### src/rtl/enc_pkg.sv
// Shared types and constants for the 16-to-4 pending-request encoder.
//
// Contents:
//   ENC_N       - number of request lines (16)
//   ENC_W       - code width, clog2(ENC_N) (4)
//   enc_state_t - handshake state: ENC_IDLE (no code presented), ENC_HOLD (code presented)
//   enc_onehot  - expands a code back into a one-hot request mask
package enc_pkg;

  localparam int unsigned ENC_N = 16;
  localparam int unsigned ENC_W = 4;

  typedef enum logic [0:0] {
    ENC_IDLE = 1'b0,
    ENC_HOLD = 1'b1
  } enc_state_t;

  function automatic logic [ENC_N-1:0] enc_onehot(input logic [ENC_W-1:0] idx);
    logic [ENC_N-1:0] mask;
    mask      = '0;
    mask[idx] = 1'b1;
    return mask;
  endfunction

endpackage

### src/rtl/prio_enc16.sv
// Combinational highest-index-wins priority encoder.
//
// Parameters:
//   N - input vector width
//   W - index width, clog2(N)
// Ports:
//   vec  in  N  candidate bits
//   idx  out W  index of the highest set bit in vec (0 when vec is all zero)
//   any  out 1  at least one bit of vec is set
module prio_enc16
  import enc_pkg::*;
#(
  parameter int unsigned N = ENC_N,
  parameter int unsigned W = ENC_W
) (
  input  logic [N-1:0] vec,
  output logic [W-1:0] idx,
  output logic         any
);

  // Ascending scan: a later (higher) set bit overwrites an earlier one.
  always_comb begin
    idx = '0;
    for (int unsigned i = 0; i < N; i++) begin
      if (vec[i]) begin
        idx = W'(i);
      end
    end
  end

  assign any = |vec;

endmodule

### src/rtl/enc16x4_pending.sv
// Registered 16-to-4 priority encoder with sticky request latching.
//
// Request lines set sticky pending bits. While no code is presented, the highest-index
// pending bit is registered into dout with valid=1; the code stays frozen until the
// consumer acks it, which clears that pending bit. After every ack valid is low for one
// cycle before the next code is presented.
//
// Optional build macro: ENC_OVERFLOW_EN adds a sticky overflow output flagging a request
// that arrived for a bit already pending (and not being cleared on that edge).
//
// Parameters:
//   N - number of request lines (16)
//   W - code width, clog2(N) (4)
// Ports:
//   clk      in  1  rising-edge clock
//   rst_n    in  1  asynchronous active-low reset
//   en       in  1  request capture enable
//   din      in  N  request lines
//   ack      in  1  consumer accepts dout (ignored while valid=0)
//   dout     out W  presented code
//   valid    out 1  dout holds a live request
//   pending  out N  pending register
//   overflow out 1  sticky re-request flag (ENC_OVERFLOW_EN only)
module enc16x4_pending
  import enc_pkg::*;
#(
  parameter int unsigned N = ENC_N,
  parameter int unsigned W = ENC_W
) (
  input  logic         clk,
  input  logic         rst_n,
  input  logic         en,
  input  logic [N-1:0] din,
  input  logic         ack,
  output logic [W-1:0] dout,
  output logic         valid,
  output logic [N-1:0] pending
`ifdef ENC_OVERFLOW_EN
  ,
  output logic         overflow
`endif
);

  enc_state_t   state_q;
  logic [N-1:0] pending_q;
  logic [N-1:0] pending_d;
  logic [N-1:0] clr;
  logic [N-1:0] set;
  logic [W-1:0] hi_idx;
  logic         hi_any;

  // Encoder looks at the registered pending vector, so a request needs one edge to be
  // latched and a second edge to be presented.
  prio_enc16 #(
    .N(N),
    .W(W)
  ) u_prio (
    .vec(pending_q),
    .idx(hi_idx),
    .any(hi_any)
  );

  // Only the presented code is cleared, and only on an accepted handshake.
  always_comb begin
    clr = '0;
    if (state_q == ENC_HOLD && ack) begin
      clr = enc_onehot(dout);
    end
  end

  assign set = en ? din : '0;

  // Set is applied after clear so a re-request on the ack edge keeps the bit pending.
  assign pending_d = (pending_q & ~clr) | set;

  always_ff @(posedge clk or negedge rst_n) begin
    if (!rst_n) begin
      pending_q <= '0;
    end else begin
      pending_q <= pending_d;
    end
  end

  // Handshake FSM with registered dout/valid.
  always_ff @(posedge clk or negedge rst_n) begin
    if (!rst_n) begin
      state_q <= ENC_IDLE;
      dout    <= '0;
      valid   <= 1'b0;
    end else begin
      unique case (state_q)
        ENC_IDLE: begin
          if (hi_any) begin
            dout    <= hi_idx;
            valid   <= 1'b1;
            state_q <= ENC_HOLD;
          end
        end
        ENC_HOLD: begin
          if (ack) begin
            valid   <= 1'b0;
            state_q <= ENC_IDLE;
          end
        end
        default: begin
          state_q <= ENC_IDLE;
          valid   <= 1'b0;
        end
      endcase
    end
  end

  assign pending = pending_q;

`ifdef ENC_OVERFLOW_EN
  // A request hitting a bit that survives this edge's clear has been lost.
  always_ff @(posedge clk or negedge rst_n) begin
    if (!rst_n) begin
      overflow <= 1'b0;
    end else if (en && |(din & pending_q & ~clr)) begin
      overflow <= 1'b1;
    end
  end
`endif

endmodule

### config.mk
export PLATFORM = sky130hd
export DESIGN_NAME = enc16x4_pending
export DESIGN_NICKNAME = d
export VERILOG_FILES = /design/src/rtl/enc_pkg.sv /design/src/rtl/prio_enc16.sv /design/src/rtl/enc16x4_pending.sv
export SDC_FILE = /design/constraint.sdc
export NUM_CORES = 1
export LEC_CHECK = 0
export ABC_AREA = 1
export ABC_CLOCK_PERIOD_IN_PS = 1300
export BUFFER_PORTS_ARGS = -buffer_cell sky130_fd_sc_hd__buf_2
export CORE_MARGIN = 10
export CORE_UTILIZATION = 43
export CTS_CLUSTER_DIAMETER = 50
export DETAILED_ROUTE_END_ITERATION = 7
export PLACE_DENSITY = 0.74
export SLEW_MARGIN = 30
export SYNTH_ARGS = -nofsm -noshare
export SYNTH_HDL_FRONTEND = slang
export SYNTH_SLANG_ARGS = --single-unit
### constraint.sdc
create_clock -name clk -period 1.3 [get_ports clk]
set_clock_uncertainty 0.05 [all_clocks]
set_input_delay 0.26 -clock clk [delete_from_list [all_inputs] [get_ports clk]]
set_output_delay 0.26 -clock clk [all_outputs]
set_load 0.005 [all_outputs]
==> key figures <==
Die
  – Initial cell density of the core: 0.448
  – Io pins: 41
  – DIE HEIGHT: 70.6 um
  – Die ar.: 0.00498 mm^2
  – # rows: 18
  – Die X: 70.6 um
  – Core area: 0.00245 mm^2

Run status
  – Status: complete, but fails checks
  – Failing checks: negative setup slack

Cells and area
  – Antenna cells: 0
  – Commonest non-fill, non-tap cell in the layout: nand2_1
  – Most frequent cells in the layout: 60 x nand2_1, 33 x buf_2, 21 x dfrtp_1
  – Fillers: 193
  – Layout cells sized above 1: 0.406
  – Final nets: 234
  – Synthesis-to-finish area growth: 50.1%

STA
  – Fin Setup TNS: -0.154 ns
  – Max transition margin: 0.671
  – RSZ-0062 raised after global routing: yes
  – Min Clock Period, post-route: 1.37 ns
  – Fin. Hold Viols: 0
  – Least-Margin Pin Slew: 0.493 ns
  – Final Setup Violations: 5
  – Max Freq: 0.731 GHz
  – Final Slew Violations: 0
  – Hold WS: 0.0589 ns
  – Fin crit share: 1.05
  – Final worst setup slack: -0.0685 ns

Logic synthesis
  – Synthesized area per cell: 7.33 um^2
  – Seq cells post-synth: 22
  – Synthesized net count: 170
  – Register area share after synthesis: 0.501
  – Mapped Cells: 150
  – Yosys top cell area share: 0.501
  – Yosys warns: 0
  – Cell Area, Synth: 0.00110 mm^2
  – Ranking of synthesized cells by area: dfrtp_1 50%, nand2_1 21%, o21ai_0 8.2%
  – Leading area contributor after synthesis: dfrtp_1
  – Yosys cell types: 16

Clocking
  – CTS tree: built
  – Skew-Pair Late Insertion Delay: 0.32 ns
  – Cts bufs inserted: 3
  – Clock Tree Root: clkbuf_4
  – TritonCTS Sinks: 22
  – H-tree depth: 1
  – Clock slew at reported path FFs: 0.13 ns
  – Max Root-Sink Buffers: 2

Detailed routing
  – Vias: 1,185
  – Post-route ant nets: 0
  – Total Wirelength: 3340 um
  – Per-cell routed wire length: 13.8 um
  – Initial DRC count: 48
  – Drt drc: 0
  – Vias per inst: 4.90
  – Drt pass-1 iters: 4

Place
  – Final HPWL DP: 2390 um
  – Dpl ws: -0.0593 ns
  – IO Port Bufs: 40
  – Final GP Congestion: 0.865

Setup path
  – CP startpoint: pending[2]
  – Startpoint types: flop
  – Most frequent CP cell: nand2_1
  – CP Capture Type: flop
  – Worst r2r src: pending[2]
  – R2R depth: 15
  – CP delay by family, top: simple AND/OR/NAND/NOR gates
  – R2R Setup Slk: -0.07 ns
  – WS Path Type: flop to flop
  – Critical path arrival: 1.58 ns
  – Slowest cell on the critical path: dfrtp_1
  – CP peak stage delay: 0.40 ns
  – Crit path buf inv count: 1
  – Crit-path cells: inv_1 -> nand2_1 -> nand2_1 -> nand2_1 -> nand2_1 -> nand2_1 -> nand2_1 -> nand2_1 -> nand2_1 -> nand2_1 -> nand2_1 -> nand2_1 -> nand2_1 -> nand2_1 -> a21oi_2
  – CP Max Fanout: 2
  – CP endpoint: dout[0]
  – R2R Path End: dout[0]
  – Worst path depth: 15
  – WP data required: 1.51 ns

Run
  – MaxCap Viol Count: 0

Power and ir drop
  – Peak supply drop: 914 uV
  – PwrDens: 1440 mW/mm^2
  – Static leakage: 0.816 nW

Global routing
  – GRT overflow: 0
  – Tot GR Track Use: 0.121
  – Initial antenna violation count: 0
  – Vias in the first global route: 1,142
  – First-pass GRT wire length: 5110 um
  – Pin count of the biggest net entering global routing: 23

Hold path
  – Min-Delay Path Class: input pin to flop
## sequential cells by signal (all words and copies together), names as in the netlist
| signal | cells |
|---|---|
| valid | 1 |
| state_q | 1 |
| dout | 4 |
| pending | 16 |
## per-stage QoR
step                instance area (um^2)  total power [mW]  instances   util
floorplan                           1100              1.39        150      -
global placement                    1400              1.76        227  0.569
detailed placement                  1400              1.79        227  0.569
CTS                                 1480              2.12        235  0.602
global route                        1650              2.54        242  0.672
finish                              1650              2.38        242  0.672
## layout make-up
cell class,instances,area [um^2],area share
Timing Repair Buffer,61,434,0.263
Inverter,23,88.8,0.0538
Clock buffer,3,22.5,0.0136
Multi-Input combinational cell,103,515,0.312
Tap cell,30,37.5,0.0227
Sequential cell,22,552,0.334
## worst min path at each step
| stage | to | slack (ns) | depth (start not counted) | from |
|---|---|---|---|---|
| 2_1_floorplan | dout[0] | -0.09 | 0 | rst_n |
| 3_3_place_gp | pending[7] | 0.20 | 1 | rst_n |
| 3_5_place_dp | pending[7] | 0.21 | 1 | rst_n |
| 4_1_cts | pending[15] | 0.09 | 3 | din[15] |
| 5_1_grt | state_q | 0.06 | 2 | ack |
| 6_report | state_q | 0.06 | 2 | ack |
## power breakdown
| group | internal, mW | switching (mW) | total [mW] | leakage [nW] |
|---|---|---|---|---|
| clock network | 0.109 | 0.216 | 0.325 | 0.0138 |
| registers | 0.839 | 0.168 | 1.01 | 0.207 |
| logic | 0.485 | 0.563 | 1.05 | 0.595 |
| total | 1.43 | 0.947 | 2.38 | 0.816 |
## layer usage
layer | part of all wire | GRT usage | vias to the layer above
met1 | 0.40 | 0.130 | 554
li1 | - | - | 585
met3 | 0.065 | 0.0349 | 7
met2 | 0.52 | 0.222 | 39
met4 | 0.017 | 0.0366 | 0
met5 | 0 | 0 | -
## Yosys cell counts
cell,n
nor4_2,1
a21oi_2,1
nand3_2,1
o21ai_0,18
clkinv_2,1
nor2_1,8
o21ai_1,2
nor2_2,3
inv_1,20
o21ai_2,1
nand3_1,4
clkbuf_1,2
dfrtp_1,22
a31oi_1,2
nand2_1,62
inv_2,2
## repair_timing
| item | CTS | global route |
|---|---|---|
| hold buffers | 1 | 0 |
| gates resized for setup | 4 | 34 |
| buffers inserted | 4 | 7 |
| cloned | 0 | 0 |
| hold endpoints to repair | 22 | 0 |
| endpoints found under the setup margin | 6 | 29 |
| pin swaps | 0 | 5 |
## kinds of logic after synthesis
| family | share of synthesized area |
|---|---|
| compound gates | 0.118 |
| buf+inv | 0.0865 |
| flops | 0.501 |
| simple gates | 0.295 |
No activity file was read; power rests on OpenSTA's default activity.
